$ cat config.mk
export PLATFORM = sky130hd
export DESIGN_NAME = layer2_mem_scheduler
export DESIGN_NICKNAME = d
export VERILOG_FILES = /design/src/rtl/layer2_mem_scheduler.sv
export SDC_FILE = /design/constraint.sdc
export NUM_CORES = 1
export LEC_CHECK = 0
export CAP_MARGIN = 30
export CORE_MARGIN = 2
export CORE_UTILIZATION = 44
export DETAILED_ROUTE_END_ITERATION = 8
export GPL_ROUTABILITY_DRIVEN = 0
export PLACE_DENSITY_LB_ADDON = 0.15
export SYNTH_ARGS = -nofsm -noshare
export SYNTH_HDL_FRONTEND = slang
export SYNTH_SLANG_ARGS = --single-unit
$ cat constraint.sdc
create_clock -name clk -period 2.7 [get_ports clk]
set_input_delay 0.675 -clock clk [delete_from_list [all_inputs] [get_ports clk]]
set_output_delay 0.675 -clock clk [all_outputs]
set_load 0.005 [all_outputs]
$ cat src/rtl/layer2_mem_scheduler.sv
// Layer-2 result memory sequencer: raster-order write of a WIDTH x WIDTH frame, then replay
// as KxK stride-1 conv windows to layer 3 under a valid/ready handshake.
module layer2_mem_scheduler #(
  parameter int unsigned WIDTH  = 8,
  parameter int unsigned K      = 3,
  parameter int unsigned ADDR_W = 16
) (
  input  logic              clk,
  input  logic              rst,
  input  logic              start,
  input  logic              in_valid,
  output logic              in_ready,
  output logic              save_enable,
  output logic [ADDR_W-1:0] save_row_addr,
  output logic [ADDR_W-1:0] save_col_addr,
  output logic              read_signal,
  output logic [ADDR_W-1:0] read_row_addr,
  output logic [ADDR_W-1:0] read_col_addr,
  output logic              rd_valid,
  input  logic              rd_ready,
  output logic [7:0]        rd_tap,
  output logic              rd_win_last,
  output logic              rd_frame_last,
  output logic              busy,
  output logic              done
);

  localparam int unsigned CW = $clog2(WIDTH);

  typedef enum logic [1:0] {StIdle, StWrite, StRead, StDone} state_e;

  state_e        state_q, state_d;
  logic [CW-1:0] wr_r_q, wr_r_d, wr_c_q, wr_c_d;
  logic [CW-1:0] win_r_q, win_r_d, win_c_q, win_c_d;
  logic [CW-1:0] kr_q, kr_d, kc_q, kc_d;

  logic kc_last, kr_last, winc_last, winr_last;

  assign kc_last   = (kc_q == CW'(K - 1));
  assign kr_last   = (kr_q == CW'(K - 1));
  assign winc_last = (win_c_q == CW'(WIDTH - K));
  assign winr_last = (win_r_q == CW'(WIDTH - K));

  always_ff @(posedge clk or negedge rst) begin
    if (!rst) begin
      state_q <= StIdle;
      wr_r_q  <= '0;
      wr_c_q  <= '0;
      win_r_q <= '0;
      win_c_q <= '0;
      kr_q    <= '0;
      kc_q    <= '0;
    end else begin
      state_q <= state_d;
      wr_r_q  <= wr_r_d;
      wr_c_q  <= wr_c_d;
      win_r_q <= win_r_d;
      win_c_q <= win_c_d;
      kr_q    <= kr_d;
      kc_q    <= kc_d;
    end
  end

  always_comb begin
    state_d       = state_q;
    wr_r_d        = wr_r_q;
    wr_c_d        = wr_c_q;
    win_r_d       = win_r_q;
    win_c_d       = win_c_q;
    kr_d          = kr_q;
    kc_d          = kc_q;
    in_ready      = 1'b0;
    save_enable   = 1'b0;
    save_row_addr = '0;
    save_col_addr = '0;
    read_signal   = 1'b0;
    read_row_addr = '0;
    read_col_addr = '0;
    rd_valid      = 1'b0;
    rd_tap        = '0;
    rd_win_last   = 1'b0;
    rd_frame_last = 1'b0;
    done          = 1'b0;

    unique case (state_q)
      StIdle: begin
        if (start) begin
          state_d = StWrite;
          wr_r_d  = '0;
          wr_c_d  = '0;
        end
      end
      StWrite: begin
        in_ready    = 1'b1;
        save_enable = in_valid;
        if (in_valid) begin
          save_row_addr = ADDR_W'(wr_r_q);
          save_col_addr = ADDR_W'(wr_c_q);
          if (wr_c_q != CW'(WIDTH - 1)) begin
            wr_c_d = wr_c_q + CW'(1);
          end else begin
            wr_c_d = '0;
            if (wr_r_q != CW'(WIDTH - 1)) begin
              wr_r_d = wr_r_q + CW'(1);
            end else begin
              wr_r_d  = '0;
              state_d = StRead;
              win_r_d = '0;
              win_c_d = '0;
              kr_d    = '0;
              kc_d    = '0;
            end
          end
        end
      end
      StRead: begin
        read_signal   = 1'b1;
        rd_valid      = 1'b1;
        read_row_addr = ADDR_W'(win_r_q) + ADDR_W'(kr_q);
        read_col_addr = ADDR_W'(win_c_q) + ADDR_W'(kc_q);
        rd_tap        = 8'(kr_q * K + kc_q);
        rd_win_last   = kr_last && kc_last;
        rd_frame_last = kr_last && kc_last && winc_last && winr_last;
        // Nested odometer: kc fastest, then kr, win_c, win_r.
        if (rd_ready) begin
          if (!kc_last) begin
            kc_d = kc_q + CW'(1);
          end else begin
            kc_d = '0;
            if (!kr_last) begin
              kr_d = kr_q + CW'(1);
            end else begin
              kr_d = '0;
              if (!winc_last) begin
                win_c_d = win_c_q + CW'(1);
              end else begin
                win_c_d = '0;
                if (!winr_last) begin
                  win_r_d = win_r_q + CW'(1);
                end else begin
                  win_r_d = '0;
                  state_d = StDone;
                end
              end
            end
          end
        end
      end
      StDone: begin
        done    = 1'b1;
        state_d = StIdle;
      end
      default: state_d = StIdle;
    endcase
  end

  assign busy = (state_q != StIdle);

endmodule

==> results.sh <==
export IMPL_status="finished, violations left"
export IMPL_failed_checks="negative setup slack"
export IMPL_fmax_ghz=0.3612
export IMPL_grt_pass1_wl_um=6382
export IMPL_cp_arrival_ns=2.09
export IMPL_fin_ws_ns=-0.06877
export IMPL_r2r_end="kc_q[0]"
export IMPL_grt_remaining_overflow=0
export IMPL_whs_path_depth=1
export IMPL_r2r_start="wr_c_q[0]"
export IMPL_leakage_nw=1.301
export IMPL_synth_top_cell_by_area="dfrtp_1"
export IMPL_holdBufCountCts=0
export IMPL_r2r_setup_slack_ns=0.68
export IMPL_start_kind="register"
export IMPL_yosys_warnings=0
export IMPL_yosysSeqAreaShare_pct=23.85
export IMPL_clkLatencyLatePin_ns=0.26
export IMPL_criticalPathCategory="register to output pin"
export IMPL_antenna_found_initial=0
export IMPL_cts_tree="built"
export IMPL_antenna_cells=0
export IMPL_vias=1568
export IMPL_wl_um=3904
export IMPL_grt_max_degree=24
export IMPL_wire_per_inst_um=11.90
export IMPL_synthFlopType="dfrtp_1"
export IMPL_place_inst=322
export IMPL_die_h_um=73.06
export IMPL_final_cell_mix="53 x conb_1, 20 x clkdlybuf4s50_1, 20 x dfrtp_1"
export IMPL_power_density_nw_per_um2=767.9
export IMPL_nNetsFinal=307
export IMPL_root_buffer="clkbuf_8"
export IMPL_drt_first_pass_iters=4
export IMPL_fin_crit_sh_pct=102.5
export IMPL_dieWidth_um=73.06
export IMPL_place_port_buffers=31
export IMPL_cts_made_buffers=3
export IMPL_synth_area_top_cells="dfrtp_1 24%, buf_4 19%, ha_1 13%, fa_1 4.8%, mux2_2 3.2%"
export IMPL_ff2ff_path_depth=6
export IMPL_holdPathEnd="wr_r_q[1]"
export IMPL_cp_end_kind="output pin"
export IMPL_critPathLaunch="kr_q[0]"
export IMPL_crit_fanout=2
export IMPL_grt_pass1_vias=1354
export IMPL_finalMaxSlewViolations=0
export IMPL_avgSynthCellArea_um2=9.123
export IMPL_final_common_cell="conb_1"
export IMPL_postRouteAntennaNets=0
export IMPL_rsz0062_at_grt="yes"
export IMPL_grt_usage_pct=15.11
export IMPL_hold_violations=0
export IMPL_hpwl_um=3004
export IMPL_syn_to_final_growth_pct=15.74
export IMPL_drive_gt1_share_pct=15.69
export IMPL_final_cell_area_um2=2429
export IMPL_synth_area_um2=2098
export IMPL_maxCapViolCount=0
export IMPL_clock_skew_ns=0.003461
export IMPL_clkTransAtPathRegs_ns=0.07
export IMPL_ir_drop_mv=0.4939
export IMPL_setup_viol=1
export IMPL_holdCritStartpoint="wr_r_q[1]"
export IMPL_yosysUniqueCellTypes=45
export IMPL_avgViaCountPerCell=4.780
export IMPL_drc=0
export IMPL_core_um2=4661
export IMPL_drt_iter0_markers=40
export IMPL_clock_sinks=20
export IMPL_async_flop_share_pct=100.0
export IMPL_stdcell_count=328
export IMPL_htree_levels=1
export IMPL_boundaryPins=85
export IMPL_clock_path_buffers=2
export IMPL_start_util_pct=45.02
export IMPL_hp_class="register to register"
export IMPL_yosys_area_top_type_share_pct=23.85
export IMPL_period_minus_slack_ns=2.769
export IMPL_synthCells=230
export IMPL_cp_required_ns=2.03
export IMPL_rows=25
export IMPL_placed_cell_area_um2=2356
export IMPL_fp_dieArea_um2=5337
export IMPL_synth_edff_count=0
export IMPL_ys_ff_latch=20
## critical path, cell delays in order, from the launching register on
cell,delay [ns]
dfrtp_1,0.41
fa_1,0.55
ha_2,0.19
fa_2,0.42
and2_1,0.16
buf_2,0.12
## state kept, by name, summed over array words and instances, names as in the netlist
register  count
wr_c_q        3
kc_q          3
win_r_q       3
wr_r_q        3
win_c_q       3
state_q       2
kr_q          3
## cell type report
class                           count  area, µm²
Fill cell                         455       2232
Multi-Input combinational cell    193       1343
Sequential cell                    20      500.5
Timing Repair Buffer               50      446.7
Tap cell                           54      67.56
Clock buffer                        3      41.29
Inverter                            8      30.03
## metal layers
layer / share of wire, % / global-route usage (%) / up-vias
met4: 1.3 / 5.761 / 0
met5: 0 / 0 / -
met1: 47 / 21.36 / 738
met2: 48 / 23.42 / 50
met3: 4.4 / 1.934 / 4
li1: - / - / 776
## per-stage QoR
| stage | utilization (%) | worst slack (ns) | TNS, ns | hold slack (ns) | power (W) |
|---|---|---|---|---|---|
| after floorplan | - | 0.2594 | 0 | 0.3794 | 0.001244 |
| after global placement | 50.55 | -0.1711 | -0.3169 | 0.5187 | 0.001635 |
| after detailed placement | 50.55 | -0.2002 | -0.3883 | 0.5157 | 0.001655 |
| after CTS | 51.81 | -0.07974 | -0.09111 | 0.5333 | 0.001867 |
| after global routing | 52.11 | -0.1400 | -0.1986 | 0.5588 | 0.002068 |
| final | 52.11 | -0.06877 | -0.06877 | 0.5349 | 0.001865 |
## power by group
part	switching (W)	internal, W	leakage, nW	total, W
combinational	0.000614	0.000608	1.01	0.00122
clock	0.0000956	0.0000994	0.0216	0.000195
sequential	0.0000718	0.000375	0.268	0.000447
total	0.000782	0.00108	1.30	0.00186
## synthesized netlist by cell type (2+ instances only)
| cell type | number |
|---|---|
| mux2i_1 | 2 |
| and3_1 | 8 |
| clkbuf_1 | 4 |
| o21ai_0 | 11 |
| or4_1 | 2 |
| mux2_2 | 6 |
| ha_1 | 21 |
| nand2b_1 | 4 |
| and2b_1 | 2 |
| nor2_1 | 9 |
| a22o_1 | 3 |
| nor2b_1 | 3 |
| inv_1 | 8 |
| a21oi_1 | 4 |
| dfrtp_1 | 20 |
| fa_1 | 5 |
| nor3_1 | 2 |
| and2_1 | 8 |
| buf_2 | 3 |
| a21o_1 | 4 |
| nand3_1 | 6 |
| a31oi_1 | 5 |
| and3b_1 | 2 |
| xnor2_1 | 3 |
| nand2_1 | 11 |
| o31ai_1 | 2 |
| buf_4 | 54 |
## kinds of logic after synthesis
logic type / share of synthesized area (%)
AO/OA/AOI/OAI: 11.03
XOR/XNOR: 1.252
adder cells (fa/ha/maj): 17.29
buffers and inverters: 22.18
flip-flops: 23.85
multiplexers: 4.174
other: 0.1787
AND/OR/NAND/NOR: 20.04
## how the worst max path moves through the flow
stage                      to  slack, ns  cells past startpoint
global placement    rd_tap[3]      -0.17                      6
CTS                 rd_tap[2]      -0.08                      5
floorplan           rd_tap[3]       0.26                      5
detailed placement  rd_tap[3]      -0.20                      6
global route        rd_tap[2]      -0.14                      5
finish              rd_tap[2]      -0.07                      5
## what timing repair did
item | in CTS | in global routing
gates resized for setup | 23 | 6
endpoints found under the hold margin | 0 | 0
setup buffers | 2 | 1
pin swaps | 7 | 4
setup endpoints to repair | 10 | 12
(Power assumes the default switching activity.)
